**src/rtl/smpl_rate_ctrl.sv**
```systemverilog
// smpl_rate_ctrl -- push-button controlled sample-rate selector.
//
// Two raw buttons step a rate index up (slower) or down (faster). Each
// button is synchronised and debounced, and it acts on release. An accepted
// request waits in a pending register. It is applied only on a strobe
// boundary, so no sample period is ever cut short by a rate switch.
//
// Ports:
//   clk         system clock, rising edge
//   i_reset     synchronous active-high reset
//   i_up        raw button, request index+1 (slower)
//   i_down      raw button, request index-1 (faster)
//   i_lock      capture in progress; button events are dropped while high
//   o_smpl_sel  registered active rate index
//   o_smpl_en   one-cycle strobe every 2^o_smpl_sel cycles
//   o_change    one-cycle pulse in the first cycle of a new index
//   o_LED       active-low thermometer of the index (bit i lit for i<=sel)

// Per-button synchroniser + debouncer. rel pulses for one cycle when the
// debounced level falls (button released).
module smpl_rate_btn #(
  parameter int DEB_CYCLES = 250000
) (
  input  logic clk,
  input  logic reset,
  input  logic raw,
  output logic rel
);
  localparam int DW = ($clog2(DEB_CYCLES) > 1) ? $clog2(DEB_CYCLES) : 1;
  localparam logic [DW-1:0] DEB_LAST = DW'(DEB_CYCLES - 1);

  logic [1:0]    sync;
  logic          stable;
  logic [DW-1:0] cnt;

  always_ff @(posedge clk) begin
    if (reset) begin
      sync   <= '0;
      stable <= 1'b0;
      cnt    <= '0;
      rel    <= 1'b0;
    end else begin
      sync <= {sync[0], raw};
      rel  <= 1'b0;
      if (sync[1] == stable) begin
        cnt <= '0;
      end else if (cnt == DEB_LAST) begin
        cnt    <= '0;
        stable <= ~stable;
        rel    <= stable;   // only a 1->0 flip is an event
      end else begin
        cnt <= cnt + 1'b1;
      end
    end
  end
endmodule

module smpl_rate_ctrl #(
  parameter int NUM_RATES  = 4,
  parameter int DEB_CYCLES = 250000,
  parameter int WRAP       = 1
) (
  input  logic                             clk,
  input  logic                             i_reset,
  input  logic                             i_up,
  input  logic                             i_down,
  input  logic                             i_lock,
  output logic [((($clog2(NUM_RATES)) > 1) ? $clog2(NUM_RATES) : 1)-1:0] o_smpl_sel,
  output logic                             o_smpl_en,
  output logic                             o_change,
  output logic [NUM_RATES-1:0]             o_LED
);
  localparam int SEL_W = ($clog2(NUM_RATES) > 1) ? $clog2(NUM_RATES) : 1;
  localparam int CNT_W = (NUM_RATES - 1 > 1) ? NUM_RATES - 1 : 1;
  localparam logic [SEL_W-1:0] IDX_MAX = SEL_W'(NUM_RATES - 1);

  // bit 0 = up, bit 1 = down
  logic [1:0] raw, rel;
  assign raw = {i_down, i_up};

  smpl_rate_btn #(.DEB_CYCLES(DEB_CYCLES)) u_btn [1:0] (
    .clk   (clk),
    .reset (i_reset),
    .raw   (raw),
    .rel   (rel)
  );

  logic [SEL_W-1:0] sel, pend_val, base, req_val, sel_nxt;
  logic             pend_vld, req_vld, apply, cnt_zero;
  logic [CNT_W-1:0] cnt, reload;
  logic [CNT_W:0]   pow2;
  logic [NUM_RATES-1:0] led_nxt;

  // Back-to-back requests chain from the pending value, not the live index.
  always_comb begin
    base    = pend_vld ? pend_val : sel;
    req_val = base;
    req_vld = 1'b0;
    if (!i_lock && (rel[0] ^ rel[1])) begin
      req_vld = 1'b1;
      if (rel[0])
        req_val = (base == IDX_MAX) ? ((WRAP != 0) ? '0 : base) : base + 1'b1;
      else
        req_val = (base == '0) ? ((WRAP != 0) ? IDX_MAX : base) : base - 1'b1;
    end
  end

  // Switching only when the counter hits zero makes the old period complete
  // before the new one begins.
  assign cnt_zero = (cnt == '0);
  assign apply    = pend_vld && cnt_zero;
  assign sel_nxt  = apply ? pend_val : sel;
  assign pow2     = {{CNT_W{1'b0}}, 1'b1} << sel_nxt;
  assign reload   = CNT_W'(pow2 - 1'b1);

  always_comb begin
    led_nxt = '1;
    for (int i = 0; i < NUM_RATES; i++)
      led_nxt[i] = (i > int'(sel_nxt));
  end

  always_ff @(posedge clk) begin
    if (i_reset) begin
      sel      <= '0;
      o_LED    <= {{(NUM_RATES-1){1'b1}}, 1'b0};
      o_change <= 1'b0;
      cnt      <= '0;
      pend_vld <= 1'b0;
      pend_val <= '0;
    end else begin
      o_change <= apply && (pend_val != sel);
      sel      <= sel_nxt;
      o_LED    <= led_nxt;
      cnt      <= cnt_zero ? reload : cnt - 1'b1;
      if (req_vld) begin
        pend_vld <= 1'b1;
        pend_val <= req_val;
      end else if (apply) begin
        pend_vld <= 1'b0;
      end
    end
  end

  assign o_smpl_sel = sel;
  assign o_smpl_en  = cnt_zero && !i_reset;
endmodule
```
**config.mk**
```make
export PLATFORM = sky130hd
export DESIGN_NAME = smpl_rate_ctrl
export DESIGN_NICKNAME = d
export VERILOG_FILES = /design/src/rtl/smpl_rate_ctrl.sv
export SDC_FILE = /design/constraint.sdc
export NUM_CORES = 1
export LEC_CHECK = 0
export ABC_CLOCK_PERIOD_IN_PS = 4800
export CORE_UTILIZATION = 25
export CTS_CLUSTER_DIAMETER = 50
export CTS_CLUSTER_SIZE = 25
export DETAILED_ROUTE_END_ITERATION = 8
export SETUP_SLACK_MARGIN = 0.05
export SLEW_MARGIN = 10
export SYNTH_ARGS = -nofsm -noshare
export SYNTH_HDL_FRONTEND = slang
export SYNTH_SLANG_ARGS = --single-unit
```
**constraint.sdc**
```tcl
create_clock -name clk -period 4.8 [get_ports clk]
set_clock_uncertainty 0.05 [all_clocks]
set_input_delay 0.48 -clock clk [delete_from_list [all_inputs] [get_ports clk]]
set_output_delay 0.48 -clock clk [all_outputs]
set_load 0.02 [all_outputs]
```
==> results.sh, run 1 <==
export IMPL_status="completed"
export IMPL_power_leakage_nw=0.861
export IMPL_clk_pin_slew_worst_paths_ns=0.10
export IMPL_antenna_found_initial=0
export IMPL_core_area_um2=9820
export IMPL_cts_sink_count=56
export IMPL_internal_power_mw=0.772
export IMPL_share_of_total_power_in_the_clock_network_pct=42.2
export IMPL_fin_setup_tns_ns=0
export IMPL_netlist_area_um2=2550
export IMPL_worst_path_largest_cell_delay_ns=0.80
export IMPL_vdd_ir_drop_worst_mv=0.155
export IMPL_synth_top_flop_cell="sky130_fd_sc_hd__dfxtp_1"
export IMPL_design_portCount=13
export IMPL_netSwitchingFraction_pct=20.7
export IMPL_layout_cells_non_filler=413
export IMPL_netlist_area_leader_share_pct=43.9
export IMPL_holdCritStartpoint="u_btn[0].sync[0]"
export IMPL_timing_final_max_slew_violations=0
export IMPL_flow_area_growth_from_synthesis_pct=14.8
export IMPL_synth_edff_count=0
export IMPL_row_count=36
export IMPL_crit_start="i_reset"
export IMPL_post_cts_repair_setup_buffers=0
export IMPL_wire_length_after_detailed_routing_um=4210
export IMPL_die_height_um=103
export IMPL_max_freq_mhz=342
export IMPL_grtUsageTotal_pct=8.98
export IMPL_slowest_stage_cell_crit_path="sky130_fd_sc_hd__clkdlybuf4s50_1"
export IMPL_net_switching_component_of_the_power_mw=0.202
export IMPL_area_sequential_um2=1120
export IMPL_path_cells="clkdlybuf4s50_1 -> nor4_1 -> clkdlybuf4s50_1"
export IMPL_die_area_um2=10600
export IMPL_layout_nets=287
export IMPL_gp_congestion=0.768
export IMPL_synth_async_sr_flop_share_pct=0
export IMPL_worst_path_most_repeated_cell="sky130_fd_sc_hd__clkdlybuf4s50_1"
export IMPL_clock_latency_ns=0.31
export IMPL_cap_violations=0
export IMPL_drive_above_1_share_pct=9.64
export IMPL_number_of_gates_resized_after_cts=0
export IMPL_dp_hpwl_um=2920
export IMPL_multi_input_gate_area_um2=1350
export IMPL_seq_power_share_pct=50.4
export IMPL_cts_buffers=5
export IMPL_grt_start_max_net_pins=23
export IMPL_grt_remaining_overflow=0
export IMPL_place_inst=405
export IMPL_num_fill_cells=1083
export IMPL_start_util_pct=26.0
export IMPL_hold_buffers=0
export IMPL_reg2regPathDepth=4
export IMPL_route_vias_total=1818
export IMPL_path_max_fanout=22
export IMPL_netlist_cell_type_count=39
export IMPL_hold_path_cell_count=1
export IMPL_post_synth_cell_area_avg_um2=9.42
export IMPL_netlist_top_cells_area="sky130_fd_sc_hd__dfxtp_1 (44%), sky130_fd_sc_hd__xnor2_1 (8.6%), sky130_fd_sc_hd__nor2_1 (6.6%)"
export IMPL_final_hold_worst_slack_ns=0.404
export IMPL_synth_top_cells_by_count="sky130_fd_sc_hd__dfxtp_1 (56), sky130_fd_sc_hd__nor2_1 (45), sky130_fd_sc_hd__xnor2_1 (25), sky130_fd_sc_hd__nor4_1 (15), sky130_fd_sc_hd__nand4_1 (13)"
export IMPL_finalSetupViolations=0
export IMPL_synth_cells=271
export IMPL_root_buffer="sky130_fd_sc_hd__clkbuf_8"
export IMPL_rsz_0062_raised_after_global_routing="no"
export IMPL_finalCriticalPeriod_ns=2.92
export IMPL_worst_slew_margin_rel_pct=22.1
export IMPL_ys_warnings_count=0
export IMPL_wire_per_inst_um=10.2
export IMPL_grt_pass1_vias=1706
export IMPL_period_share_pct=60.9
export IMPL_synth_top_area_cell="sky130_fd_sc_hd__dfxtp_1"
export IMPL_route_antenna_remaining_nets=0
export IMPL_hold_viol=0
export IMPL_antenna_diode_instance_count=0
export IMPL_power_share_combinational_pct=7.4
export IMPL_powerDensity_nw_per_um2=332
export IMPL_worst_setup_path_type="input port to primary output"
export IMPL_synth_net_count=279
export IMPL_seq_area_frac_synth_pct=43.9
export IMPL_setup_worst_path_start_class="input port"
export IMPL_capturing_element_type_of_the_critical_path="primary output"
export IMPL_hold_path_class="flip-flop to flip-flop"
export IMPL_cts_tree="done"
export IMPL_worst_r2r_startpoint="u_btn[0].cnt[8]"
export IMPL_drt_first_iter_violations=68
export IMPL_critPathArrivalTime_ns=2.39
export IMPL_dieWidth_um=103
export IMPL_yosysMostFrequentCell="sky130_fd_sc_hd__dfxtp_1"
export IMPL_dr_pass1_iters=5
export IMPL_drc=0
export IMPL_vias_per_cell=4.40
export IMPL_port_buffers=11
export IMPL_ctsHtreeMaxLevel=2
export IMPL_worst_ep_required_time_ns=4.27
export IMPL_cts_root_to_sink_buffers=2
export IMPL_first_pass_grt_wire_length_um=7540
export IMPL_transition_time_at_the_pin_with_the_least_slew_margin_ns=1.17
export IMPL_ys_seq_elements=56
cells by family after synthesis:
| family | after synthesis | share of synthesized area (%) |
|---|---|---|
| AND/OR/NAND/NOR | 137 | 30.2 |
| flip-flops | 56 | 43.9 |
| XOR/XNOR | 37 | 13.2 |
| buffers and inverters | 17 | 3.28 |
| AO/OA/AOI/OAI | 11 | 4.17 |
| multiplexers | 9 | 3.58 |
| adder cells (fa/ha/maj) | 3 | 1.47 |
| other | 1 | 0.147 |
path summary, 6_finish.rpt:
| check | to | slack (ns) |
|---|---|---|
| max reg2reg | u_btn[0].cnt[4] | 2.53 |
| max | o_smpl_en | 1.88 |
| min reg2reg | u_btn[0].sync[1] | 0.40 |
| min | u_btn[0].sync[1] | 0.40 |
per-stage QoR:
stage | util (%) | instance area (um2) | total power [mW] | setup WS (ns)
floorplan | - | 2550 | 0.554 | 2.73
global placement | 28.2 | 2770 | 0.573 | 1.92
detailed placement | 28.2 | 2770 | 0.574 | 1.85
CTS | 29.8 | 2930 | 0.990 | 1.84
global route | 29.8 | 2930 | 1.02 | 1.68
finish | 29.8 | 2930 | 0.974 | 1.88
layout by cell type (no fill, tap or decap):
cell                               n
sky130_fd_sc_hd__dfxtp_1          56
sky130_fd_sc_hd__nor2_1           45
sky130_fd_sc_hd__xnor2_1          25
sky130_fd_sc_hd__nor4_1           15
sky130_fd_sc_hd__nand4_1          13
sky130_fd_sc_hd__xor2_1           11
sky130_fd_sc_hd__clkdlybuf4s50_1  11
sky130_fd_sc_hd__nand2_1          10
sky130_fd_sc_hd__nand3_1          10
sky130_fd_sc_hd__nor2_2           10
sky130_fd_sc_hd__mux2i_1           8
sky130_fd_sc_hd__nor3_1            7
sky130_fd_sc_hd__inv_1             7
sky130_fd_sc_hd__nand2b_1          6
sky130_fd_sc_hd__clkbuf_8          5
sky130_fd_sc_hd__nor2b_1           4
sky130_fd_sc_hd__or3_1             4
sky130_fd_sc_hd__and3_1            3
sky130_fd_sc_hd__o21ai_0           3
sky130_fd_sc_hd__a21oi_1           3
sky130_fd_sc_hd__ha_1              3
sky130_fd_sc_hd__bufinv_16         3
sky130_fd_sc_hd__nor4b_1           2
sky130_fd_sc_hd__o41ai_4           2
sky130_fd_sc_hd__a31oi_1           2
sky130_fd_sc_hd__mux2_2            1
sky130_fd_sc_hd__nor4b_2           1
sky130_fd_sc_hd__and4_1            1
sky130_fd_sc_hd__nor4_4            1
sky130_fd_sc_hd__nand4_2           1
sky130_fd_sc_hd__nand3b_1          1
sky130_fd_sc_hd__nand3_4           1
sky130_fd_sc_hd__xnor3_1           1
sky130_fd_sc_hd__or4_4             1
sky130_fd_sc_hd__nor4b_4           1
sky130_fd_sc_hd__a211o_1           1
sky130_fd_sc_hd__conb_1            1
flip-flops by register name (all words and copies together) (netlist names):
register / count
pend_val: 2
u_btn.sync: 4
o_LED: 3
u_btn.cnt: 36
pend_vld: 1
u_btn.stable: 2
o_smpl_sel: 2
u_btn.rel: 2
o_change: 1
cnt: 3
cell type report:
class | instances | share of cell area, %
clock inverters | 3 | 3.07
multi-input cells | 198 | 46.0
well taps | 133 | 5.68
flip-flops and latches | 56 | 38.3
inverters | 7 | 0.897
clock buffers | 5 | 2.35
repair buffers | 11 | 3.76
routing by layer:
layer	GRT usage, %	vias to the layer above	share of wire [%]
met5	0	-	0
met4	4.55	0	2.0
met3	2.24	6	2.6
met2	14.5	15	45
met1	11.1	846	50
li1	-	951	-
worst max-delay path: cells and delay by family:
kind                   cells  cell delay (ns)
buffers and inverters      2             1.48
and+or+nand+nor            1             0.44
power groups by stage:
stage                     clock network, mW  logic, mW  registers (mW)
final                                 0.411     0.0725           0.491
after global routing                  0.444     0.0842           0.494
after CTS                             0.426     0.0735           0.490
after detailed placement                  0     0.0731           0.501
after global placement                    0     0.0713           0.502
after floorplan                           0     0.0558           0.499
(Power assumes the default switching activity.)
==> run 2, diff against run 1 <==
--- a/config.mk
+++ b/config.mk
@@ -5,7 +5,7 @@
 export SDC_FILE = /design/constraint.sdc
 export NUM_CORES = 1
 export LEC_CHECK = 0
-export ABC_CLOCK_PERIOD_IN_PS = 4800
+export ABC_CLOCK_PERIOD_IN_PS = 2800
 export CORE_UTILIZATION = 25
 export CTS_CLUSTER_DIAMETER = 50
 export CTS_CLUSTER_SIZE = 25
==> constraint.sdc (replaced) <==
create_clock -name clk -period 2.8 [get_ports clk]
set_clock_uncertainty 0.05 [all_clocks]
set_input_delay 0.28 -clock clk [delete_from_list [all_inputs] [get_ports clk]]
set_output_delay 0.28 -clock clk [all_outputs]
set_load 0.02 [all_outputs]
==> results.sh, run 2 (synthesis results as in run 1) <==
export IMPL_wire_length_after_detailed_routing_um=4290
export IMPL_post_cts_repair_setup_buffers=0
export IMPL_worst_r2r_startpoint="pend_vld"
export IMPL_period_share_pct=76.3
export IMPL_area_sequential_um2=1120
export IMPL_layout_nets=291
export IMPL_flow_area_growth_from_synthesis_pct=13.5
export IMPL_die_height_um=103
export IMPL_worst_setup_path_type="flip-flop to flip-flop"
export IMPL_reg2regPathDepth=7
export IMPL_wire_per_inst_um=10.3
export IMPL_capturing_element_type_of_the_critical_path="flip-flop"
export IMPL_start_util_pct=26.0
export IMPL_finalSetupViolations=0
export IMPL_antenna_diode_instance_count=0
export IMPL_grt_pass1_vias=1773
export IMPL_drive_above_1_share_pct=10.9
export IMPL_rsz_0062_raised_after_global_routing="no"
export IMPL_finalPower_mw=1.43
export IMPL_drc=0
export IMPL_number_of_gates_resized_after_cts=0
export IMPL_hold_path_cell_count=1
export IMPL_clock_latency_ns=0.31
export IMPL_power_leakage_nw=0.849
export IMPL_port_buffers=11
export IMPL_ctsHtreeMaxLevel=2
export IMPL_transition_time_at_the_pin_with_the_least_slew_margin_ns=0.579
export IMPL_design_portCount=13
export IMPL_timing_final_max_slew_violations=0
export IMPL_worst_slew_margin_rel_pct=61.3
export IMPL_critPathArrivalTime_ns=2.30
export IMPL_row_count=36
export IMPL_registers_top_by_ff_count="u_btn.cnt"
export IMPL_crit_family="simple AND/OR/NAND/NOR gates"
export IMPL_grtUsageTotal_pct=9.21
export IMPL_cp_buffers_inverters=0
export IMPL_final_cell_mix="sky130_fd_sc_hd__dfxtp_1 (56), sky130_fd_sc_hd__nor2_1 (45), sky130_fd_sc_hd__xnor2_1 (25)"
export IMPL_fin_setup_tns_ns=0
export IMPL_final_core_util_pct=29.5
export IMPL_route_antenna_remaining_nets=0
export IMPL_crit_start="pend_vld"
export IMPL_status="completed"
export IMPL_crit_path_end="cnt[2]"
export IMPL_place_inst=409
export IMPL_worst_ep_required_time_ns=2.96
export IMPL_num_fill_cells=1077
export IMPL_vias_per_cell=4.37
export IMPL_max_freq_mhz=468
export IMPL_cap_violations=0
export IMPL_worst_path_most_repeated_cell="sky130_fd_sc_hd__nor2_1"
export IMPL_root_buffer="sky130_fd_sc_hd__clkbuf_8"
export IMPL_setup_worst_path_start_class="flip-flop"
export IMPL_slowest_stage_cell_crit_path="sky130_fd_sc_hd__dfxtp_1"
export IMPL_dr_pass1_iters=4
export IMPL_route_vias_total=1821
export IMPL_finalCriticalPeriod_ns=2.14
export IMPL_dp_hpwl_um=3060
export IMPL_antenna_found_initial=0
export IMPL_grt_start_max_net_pins=22
export IMPL_hold_viol=0
export IMPL_vdd_ir_drop_worst_mv=0.255
export IMPL_final_hold_worst_slack_ns=0.401
export IMPL_gp_congestion=0.760
export IMPL_hold_path_class="flip-flop to flip-flop"
export IMPL_ff2ff_setup_slack_ns=0.66
export IMPL_first_pass_grt_wire_length_um=7850
export IMPL_path_cells="nor4b_2 -> mux2i_1 -> nor4b_1 -> nor2_1 -> ha_1 -> xor2_1 -> nor2_1"
export IMPL_drt_first_iter_violations=51
export IMPL_worst_path_largest_cell_delay_ns=0.47
export IMPL_cts_tree="done"
export IMPL_rr_endpoint="cnt[2]"
export IMPL_cts_root_to_sink_buffers=2
export IMPL_clk_pin_slew_worst_paths_ns=0.11
export IMPL_grt_remaining_overflow=0
export IMPL_layout_cells_non_filler=417
export IMPL_critical_path_cell_count=7
export IMPL_path_max_fanout=7
export IMPL_reg_top3="u_btn.cnt x36, u_btn.sync x4"
export IMPL_powerDensity_nw_per_um2=493
export IMPL_largest_register_ffs=36
export IMPL_dieWidth_um=103
export IMPL_cts_sink_count=56
export IMPL_hold_buffers=0
export IMPL_final_common_cell="sky130_fd_sc_hd__dfxtp_1"
export IMPL_cts_buffers=5
export IMPL_die_area_um2=10600
export IMPL_core_area_um2=9820
export IMPL_multi_input_gate_area_um2=1350
==> run 2: report_power, final <==
| group | switching, mW | internal (mW) |
|---|---|---|
| Combinational | 0.0628 | 0.0612 |
| Clock | 0.277 | 0.185 |
| Sequential | 0.0254 | 0.816 |
==> run 2: cell type report <==
type / instances / share of cell area, %
clock inverter: 3 / 0.907
tap: 133 / 5.75
multi-input combinational: 198 / 46.5
inverter: 7 / 0.907
timing repair buffer: 15 / 4.84
sequential: 56 / 38.7
clock buffer: 5 / 2.38
==> run 2: worst min-delay path by stage <==
stage	startpoint	end
floorplan	i_up	u_btn[0].sync[0]
global placement	u_btn[1].sync[0]	u_btn[1].sync[1]
detailed placement	u_btn[1].sync[0]	u_btn[1].sync[1]
CTS	u_btn[1].sync[0]	u_btn[1].sync[1]
global route	u_btn[0].sync[0]	u_btn[0].sync[1]
finish	u_btn[1].sync[0]	u_btn[1].sync[1]
==> run 2: through the flow <==
| stage | setup slack [ns] | instance area, um2 |
|---|---|---|
| floorplan | 0.726 | 2550 |
| global placement | 0.750 | 2800 |
| detailed placement | 0.681 | 2800 |
| CTS | 0.657 | 2900 |
| global route | 0.448 | 2900 |
| finish | 0.664 | 2900 |
==> run 2: metal layers <==
layer | share of wire (%) | track usage (%) | wire, um
met5 | 0 | 0 | 0
met4 | 1.5 | 3.47 | 63
met3 | 3.2 | 2.58 | 136
met2 | 46 | 15.1 | 1990
met1 | 49 | 11.5 | 2110
==> run 2: worst reg2reg max path, cell delays in order, from the launching register on <==
cell                      delay, ns
sky130_fd_sc_hd__dfxtp_1       0.47
sky130_fd_sc_hd__nor4b_2       0.37
sky130_fd_sc_hd__mux2i_1       0.31
sky130_fd_sc_hd__nor4b_1       0.34
sky130_fd_sc_hd__nor2_1        0.09
sky130_fd_sc_hd__ha_1          0.22
sky130_fd_sc_hd__xor2_1        0.15
sky130_fd_sc_hd__nor2_1        0.05
==> run 3, diff against run 2 <==
--- a/config.mk
+++ b/config.mk
@@ -5,7 +5,7 @@
 export SDC_FILE = /design/constraint.sdc
 export NUM_CORES = 1
 export LEC_CHECK = 0
-export ABC_CLOCK_PERIOD_IN_PS = 2800
+export ABC_CLOCK_PERIOD_IN_PS = 2200
 export CORE_UTILIZATION = 25
 export CTS_CLUSTER_DIAMETER = 50
 export CTS_CLUSTER_SIZE = 25
==> constraint.sdc (replaced) <==
create_clock -name clk -period 2.2 [get_ports clk]
set_clock_uncertainty 0.05 [all_clocks]
set_input_delay 0.22 -clock clk [delete_from_list [all_inputs] [get_ports clk]]
set_output_delay 0.22 -clock clk [all_outputs]
set_load 0.02 [all_outputs]
==> results.sh, run 3 (synthesis results as in run 1) <==
export IMPL_status="completed"
export IMPL_layout_cells_non_filler=420
export IMPL_drt_first_iter_violations=63
export IMPL_dieWidth_um=103
export IMPL_period_share_pct=92.3
export IMPL_worst_ep_required_time_ns=1.93
export IMPL_reg2regPathDepth=7
export IMPL_worst_path_largest_cell_delay_ns=0.67
export IMPL_path_cells="nor4_1 -> clkdlybuf4s50_1"
export IMPL_num_fill_cells=1076
export IMPL_post_cts_repair_setup_buffers=0
export IMPL_internal_power_mw=1.47
export IMPL_start_util_pct=26.0
export IMPL_wire_per_inst_um=10.2
export IMPL_grt_remaining_overflow=0
export IMPL_reg_top3="u_btn.cnt x36, u_btn.sync x4"
export IMPL_first_pass_grt_wire_length_um=7650
export IMPL_ctsHtreeMaxLevel=2
export IMPL_finalCriticalPeriod_ns=2.03
export IMPL_crit_family="buffers and inverters"
export IMPL_antenna_diode_instance_count=0
export IMPL_power_leakage_nw=0.876
export IMPL_route_antenna_remaining_nets=0
export IMPL_hold_path_class="flip-flop to flip-flop"
export IMPL_share_of_total_power_in_the_clock_network_pct=35.1
export IMPL_hold_buffers=0
export IMPL_wire_length_after_detailed_routing_um=4280
export IMPL_route_vias_total=1845
export IMPL_setup_worst_path_start_class="flip-flop"
export IMPL_post_dp_cell_area_um2=2820
export IMPL_critical_path_cell_count=2
export IMPL_cts_root_to_sink_buffers=2
export IMPL_fin_setup_tns_ns=0
export IMPL_antenna_found_initial=0
export IMPL_path_max_fanout=5
export IMPL_grt_pass1_vias=1734
export IMPL_power_share_combinational_pct=8.7
export IMPL_clk_pin_slew_worst_paths_ns=0.10
export IMPL_finalSetupViolations=0
export IMPL_layout_nets=294
export IMPL_max_freq_mhz=492
export IMPL_pre_cts_slack_ns=0.146
export IMPL_core_area_um2=9820
export IMPL_port_buffers=11
export IMPL_rsz_0062_raised_after_global_routing="yes"
export IMPL_drive_above_1_share_pct=12.2
export IMPL_critPathArrivalTime_ns=1.76
export IMPL_root_buffer="sky130_fd_sc_hd__clkbuf_8"
export IMPL_row_count=36
export IMPL_worst_slew_margin_rel_pct=63.8
export IMPL_clock_latency_ns=0.31
export IMPL_largest_register_ffs=36
export IMPL_finish_instance_area_um2=2960
export IMPL_worst_setup_path_type="flip-flop to primary output"
export IMPL_transition_time_at_the_pin_with_the_least_slew_margin_ns=0.537
export IMPL_slowest_stage_cell_crit_path="sky130_fd_sc_hd__clkdlybuf4s50_1"
export IMPL_netSwitchingFraction_pct=23.6
export IMPL_gp_congestion=0.780
export IMPL_grtUsageTotal_pct=9.12
export IMPL_flow_area_growth_from_synthesis_pct=15.8
export IMPL_capturing_element_type_of_the_critical_path="primary output"
export IMPL_die_area_um2=10600
export IMPL_grt_start_max_net_pins=22
export IMPL_net_switching_component_of_the_power_mw=0.452
export IMPL_cts_sink_count=56
export IMPL_dp_hpwl_um=3040
export IMPL_cts_tree="done"
export IMPL_final_core_util_pct=30.1
export IMPL_timing_final_max_slew_violations=0
export IMPL_design_portCount=13
export IMPL_die_height_um=103
export IMPL_registers_top_by_ff_count="u_btn.cnt"
export IMPL_powerDensity_nw_per_um2=649
export IMPL_hold_path_cell_count=1
export IMPL_cp_buffers_inverters=1
export IMPL_cts_buffers=5
export IMPL_final_cell_mix="sky130_fd_sc_hd__dfxtp_1 (56), sky130_fd_sc_hd__nor2_1 (45), sky130_fd_sc_hd__xnor2_1 (25)"
export IMPL_timing_final_ws_setup_ns=0.169
export IMPL_vias_per_cell=4.39
export IMPL_seq_power_share_pct=56.2
export IMPL_vdd_ir_drop_worst_mv=0.363
export IMPL_hold_viol=0
export IMPL_final_common_cell="sky130_fd_sc_hd__dfxtp_1"
export IMPL_cap_violations=0
export IMPL_dr_pass1_iters=4
export IMPL_place_inst=412
export IMPL_number_of_gates_resized_after_cts=0
export IMPL_drc=0
-- run 3: changes by cell type in the layout (fill, tap and decap cells not counted) --
cell and delta:
sky130_fd_sc_hd__nor4b_4 +1, sky130_fd_sc_hd__clkinv_4 +1, sky130_fd_sc_hd__bufinv_16 +1, sky130_fd_sc_hd__inv_6 -2, sky130_fd_sc_hd__buf_4 +3, sky130_fd_sc_hd__nor4b_1 -1
-- run 3: final cells by class --
type | count | area (um2) | share of cell area [%]
timing repair buffer | 18 | 163 | 5.50
clock inverter | 3 | 47.5 | 1.61
clock buffer | 5 | 68.8 | 2.33
sequential | 56 | 1120 | 37.9
inverter | 7 | 26.3 | 0.889
multi-input combinational | 198 | 1360 | 46.1
tap | 133 | 166 | 5.63
-- run 3: path summary, 6_finish.rpt --
kind	startpoint	end	slack (ns)
max	cnt[1]	o_smpl_en	0.17
max reg2reg	cnt[1]	cnt[2]	0.23
min	u_btn[1].sync[0]	u_btn[1].sync[1]	0.40
min reg2reg	u_btn[1].sync[0]	u_btn[1].sync[1]	0.40
-- run 3: power by group through the flow --
stage / clock, mW / combinational [mW] / sequential, mW
2_1_floorplan: 0 / 0.122 / 1.09
3_3_place_gp: 0 / 0.159 / 1.09
3_5_place_dp: 0 / 0.160 / 1.09
4_1_cts: 0.711 / 0.160 / 1.07
5_1_grt: 0.747 / 0.185 / 1.09
6_report: 0.673 / 0.167 / 1.08
-- run 3: metrics by stage --
stage / hold slack [ns] / power, mW
after floorplan: 0.298 / 1.21
final: 0.401 / 1.92
after detailed placement: 0.385 / 1.25
after global routing: 0.396 / 2.02
after global placement: 0.375 / 1.25
after CTS: 0.396 / 1.94
-- run 3: layer usage --
layer  GRT usage (%)  share of wire (%)  wire length, um
met1            11.2                 51             2180
met2            15.1                 45             1910
met3            2.31                2.5              107
met4            3.90                1.8               78
met5               0                  0                0
